$ cat src/rtl/key_debounce_pkg.sv
// Shared constants for the key debouncer: key level encodings and default filter length.
package key_debounce_pkg;

  localparam logic KEY_PRESSED           = 1'b0;
  localparam logic KEY_RELEASED          = 1'b1;
  localparam int   DEFAULT_STABLE_CYCLES = 1000000;

endpackage

$ cat src/rtl/key_debounce_if.sv
// Key-level bundle between the raw key pin side and the debouncer.
// Edge pulses exist only when KEY_DEBOUNCE_EDGE_EN is defined.
interface key_debounce_if;

  logic key_in;
  logic key_out;
`ifdef KEY_DEBOUNCE_EDGE_EN
  logic press_pulse;
  logic release_pulse;

  modport master (output key_in, input key_out, input press_pulse, input release_pulse);
  modport slave  (input key_in, output key_out, output press_pulse, output release_pulse);
`else
  modport master (output key_in, input key_out);
  modport slave  (input key_in, output key_out);
`endif

endinterface

$ cat src/rtl/key_sync2ff.sv
// Two-flop synchroniser bringing an asynchronous level into the clk domain.
module key_sync2ff #(
  parameter logic RESET_VAL = 1'b1
) (
  input  logic clk,
  input  logic reset,
  input  logic asyncLevel,
  output logic syncLevel
);

  logic sync1;

  always_ff @(posedge clk) begin
    if (reset) begin
      sync1     <= RESET_VAL;
      syncLevel <= RESET_VAL;
    end else begin
      sync1     <= asyncLevel;
      syncLevel <= sync1;
    end
  end

endmodule

$ cat src/rtl/key_debounce.sv
// Push-button debouncer: synchronise, then follow a new level only after STABLE_CYCLES
// consecutive samples. Define KEY_DEBOUNCE_EDGE_EN to add press/release pulses.
module key_debounce
  import key_debounce_pkg::*;
#(
  parameter int   STABLE_CYCLES = DEFAULT_STABLE_CYCLES,
  parameter logic IDLE_LEVEL    = KEY_RELEASED
) (
  input logic           clk,
  input logic           reset,
  key_debounce_if.slave keyBus
);

  localparam int             CNT_W    = $clog2(STABLE_CYCLES + 1);
  localparam logic [CNT_W-1:0] CNT_LAST = CNT_W'(STABLE_CYCLES - 1);

  logic             sync2;
  logic             keyLevel;
  logic [CNT_W-1:0] cnt;
  logic             differs;
  logic             expire;

  key_sync2ff #(
    .RESET_VAL (IDLE_LEVEL)
  ) u_sync (
    .clk        (clk),
    .reset      (reset),
    .asyncLevel (keyBus.key_in),
    .syncLevel  (sync2)
  );

  assign differs = (sync2 != keyLevel);
  assign expire  = differs && (cnt == CNT_LAST);

  // Any sample matching the current output restarts the count from zero.
  always_ff @(posedge clk) begin
    if (reset) begin
      keyLevel <= IDLE_LEVEL;
      cnt      <= '0;
    end else if (!differs) begin
      cnt      <= '0;
    end else if (expire) begin
      keyLevel <= sync2;
      cnt      <= '0;
    end else begin
      cnt      <= cnt + 1'b1;
    end
  end

  assign keyBus.key_out = keyLevel;

`ifdef KEY_DEBOUNCE_EDGE_EN
  logic pressPulse;
  logic releasePulse;

  // Pulses are registered on the same edge that updates keyLevel, so they line up with it.
  always_ff @(posedge clk) begin
    if (reset) begin
      pressPulse   <= 1'b0;
      releasePulse <= 1'b0;
    end else begin
      pressPulse   <= expire && (sync2 != IDLE_LEVEL);
      releasePulse <= expire && (sync2 == IDLE_LEVEL);
    end
  end

  assign keyBus.press_pulse   = pressPulse;
  assign keyBus.release_pulse = releasePulse;
`endif

endmodule

$ cat src/flat_wrapper.sv
// flat-port wrapper written by rule: the top's interface ports become plain ports
module key_debounce_flat import key_debounce_pkg::*;
#(
  parameter int   STABLE_CYCLES = DEFAULT_STABLE_CYCLES,
  parameter logic IDLE_LEVEL    = KEY_RELEASED
)
  (clk, reset, keyBus_key_in, keyBus_key_out);
  key_debounce_if keyBus_i ();
  input logic clk;
  input logic reset;
  input wire logic [$bits(keyBus_i.key_in)-1:0] keyBus_key_in;
  output wire logic [$bits(keyBus_i.key_out)-1:0] keyBus_key_out;
  assign keyBus_i.key_in = keyBus_key_in;
  assign keyBus_key_out = keyBus_i.key_out;
  key_debounce #(.STABLE_CYCLES(STABLE_CYCLES), .IDLE_LEVEL(IDLE_LEVEL)) u_core (.clk(clk), .reset(reset), .keyBus(keyBus_i));
endmodule
$ cat config.mk
export PLATFORM = sky130hd
export DESIGN_NAME = key_debounce_flat
export DESIGN_NICKNAME = d
export VERILOG_FILES = /design/src/rtl/key_debounce_pkg.sv /design/src/rtl/key_debounce_if.sv /design/src/rtl/key_sync2ff.sv /design/src/rtl/key_debounce.sv /design/src/flat_wrapper.sv
export SDC_FILE = /design/constraint.sdc
export NUM_CORES = 1
export LEC_CHECK = 0
export BUFFER_PORTS_ARGS = -buffer_cell sky130_fd_sc_hd__buf_2
export CAP_MARGIN = 20
export CORE_MARGIN = 2
export CORE_UTILIZATION = 55
export CTS_CLUSTER_DIAMETER = 200
export DETAILED_ROUTE_END_ITERATION = 12
export PLACE_DENSITY = 0.82
export SLEW_MARGIN = 20
export SYNTH_ARGS = -nofsm -noshare
export SYNTH_HDL_FRONTEND = slang
export SYNTH_SLANG_ARGS = --single-unit
$ cat constraint.sdc
create_clock -name clk -period 2.3 [get_ports clk]
set_clock_uncertainty 0.05 [all_clocks]
set_input_delay 0.23 -clock clk [delete_from_list [all_inputs] [get_ports clk]]
set_output_delay 0.23 -clock clk [all_outputs]
set_load 0.03 [all_outputs]
==> metrics <==
Hold Startpoint=keyBus_key_in; unrepaired setup endpoints after global routing=no; initial cell density of the core=approximately three fifths; io pins=4; Int Power=about 0.47 mW; CP delay by family, top=simple AND/OR/NAND/NOR gates; Post-synth ARST share=0%; r2r startpoint=u_core.cnt[9]; post-DP HPWL=~1300 um; die height=47.0 um; Layout area overhead=6.51%; Die ar.=around 0.0022 mm2; crit start category=flop; Comb power frac=under 10%; min Tclk post-route=1930 ps; total CTS buffers=3; worst hold-check path type=in -> reg; Slew Limit Headroom=75.2%; final hold slack=41.0 ps; clock power share=~31%; Synth Flop Type=dfxtp_1; DR vias/cell=roughly 5.6; EDFF count, synth=0; Chip Width=between 40 and 50 um; I/O Buffers=3; Peak supply drop=about 0.32 mV; Max-cap violations=0; Flop pwr share=between 60% and 70%; Post-Route WL=between 1500 and 2000 um; largest net degree at the start of global routing=21; most common cell after layout, fill and taps aside=dfxtp_1; CTS Hold Buffers Added=0; cts repair resizes=0; routed via count=823; first-pass iteration count of the detailed router=4; Worst Path Arrival=~2100 ps; crit-path max FO=8; sequential area share after synthesis=about 45%; Ys Warns=0; Placer Congestion=around 0.9; Post-route DRC=0; initial antenna violation count=0; final setup fails=0; WP data required=about 2500 ps; Crit-path slowest cell=or4_1; Final nets=126; Fin Setup TNS=0 ps; Critical Path Max Stage Delay=620 ps; status=finished clean; Worst-Skew Late Latency=between 300 and 400 ps; sw power=around 0.13 mW; Lkg Pwr=~0.34 nW; initial DRC count=12; count of final hold-check violations=0; Core Rows=15; largest buffer count on any clock path=2; switching share of power=a little over a fifth; Antenna Nets Post-Route=0; wire length per cell=approximately 13 um; Sink Count=23; CTS tree=yes; vias in the first global route=~800; critical path endpoint category=flop; post-CTS setup buffers=0; Slew Viols, Final=0; # diodes=0; Post-Syn Nets=121; layout cell share with drive strength beyond 1=10.7%; CP cell instances=nand4_2, or4_1, or4_1, a21oi_1; Root Driver=clkbuf_4; first-pass GRT wire length=around 3300 um; period utilization=a little over four fifths; Least-Margin Pin Slew=roughly 370 ps; CP bufs+invs=0; most frequent cells in the layout=dfxtp_1 (23), nor2_1 (16), nand3_1 (11); Unique masters post-synth=27; critical setup path kind=reg -> reg; mapped cell area=between 0.001 and 0.0015 mm2; clock-pin slew on the worst setup and hold paths=roughly 120 ps; grt ovf=0; core area=around 0.0017 mm2; crit path from=u_core.cnt[9]; H-Tree Depth=1; Mapped Avg Cell Area=approximately 8.7 um2; Peak Freq=approximately 0.52 GHz; Tot GR Track Use=a little over a fifth; Mapped Cells=between 100 and 150; pwr dens=between 500 and 600 mW/mm2; flops & latches, synth=23; Most common cell on crit path=or4_1
==> routing by layer <==
layer | GRT usage (%) | part of all wire [%] | vias to the layer above
li1 | - | - | 423
met2 | 35.9 | 49 | 12
met5 | 0 | 0 | -
met3 | 4.62 | 2.2 | 5
met1 | 25.5 | 47 | 383
met4 | 10.0 | 2.2 | 0
==> cells in the mapped netlist, types with 3 or more instances <==
master	count	area, um2
dfxtp_1	23	460
nor2_1	16	60.1
nand3_1	11	55.1
xor2_1	9	78.8
a21oi_1	6	30.0
nand2_1	5	18.8
o21ai_0	5	25.0
and3_1	4	25.0
nand4_1	4	25.0
or3_1	4	25.0
xnor2_1	4	35.0
clkbuf_1	3	11.3
nor4_1	3	18.8
or4_1	3	22.5
==> state kept, by name, indices dropped and copies added (netlist names) <==
register,flops
u_core.cnt,20
u_core.u_sync.syncLevel,1
u_core.keyBus.key_out,1
u_core.u_sync.sync1,1
==> power groups by stage <==
stage / clock network (mW) / logic (mW) / registers (mW)
finish: 0.187 / 0.00827 / 0.402
floorplan: 0 / 0.00491 / 0.410
detailed placement: 0 / 0.00842 / 0.411
global route: 0.202 / 0.00932 / 0.402
global placement: 0 / 0.00810 / 0.411
CTS: 0.187 / 0.00838 / 0.402
==> layout make-up <==
type                            instances  area [um2]
Clock buffer                            4        26.3
Timing Repair Buffer                    5        30.0
Multi-Input combinational cell         87         529
Inverter                                2        7.51
Tap cell                               25        31.3
Fill cell                             143         642
Sequential cell                        23         460
==> kinds of logic (layout without fill, tap and decap cells) <==
family | after synthesis | in the layout | share of synthesized area (%)
adders and majority gates | 1 | 1 | 1.23
and+or+nand+nor | 58 | 58 | 31.1
AOI/OAI and AO/OA | 15 | 15 | 8.48
xor gates and xnor gates | 13 | 13 | 11.2
DFF | 23 | 23 | 45.2
buffers and inverters | 7 | 11 | 2.83
==> worst paths after layout <==
| path | to | slack, ps | cells after the start |
|---|---|---|---|
| setup / recovery | u_core.cnt[18] | 370 | 4 |
| hold / removal | u_core.u_sync.sync1 | 40 | 2 |
| setup reg to reg | u_core.cnt[18] | 370 | 4 |
| hold reg to reg | u_core.u_sync.syncLevel | 380 | 1 |
==> stage by stage <==
stage / util [%] / cell area [um2] / worst slack (ps) / instances / power [mW]
3_3_place_gp: 61.3 / 1060 / 494 / 142 / 0.419
3_5_place_dp: 61.3 / 1060 / 423 / 142 / 0.419
4_1_cts: 62.8 / 1080 / 370 / 146 / 0.597
5_1_grt: 62.8 / 1080 / 215 / 146 / 0.613
6_report: 62.8 / 1080 / 367 / 146 / 0.597
2_1_floorplan: - / 1020 / 537 / 117 / 0.415
Note: power is estimated with default switching activity, not from simulation.
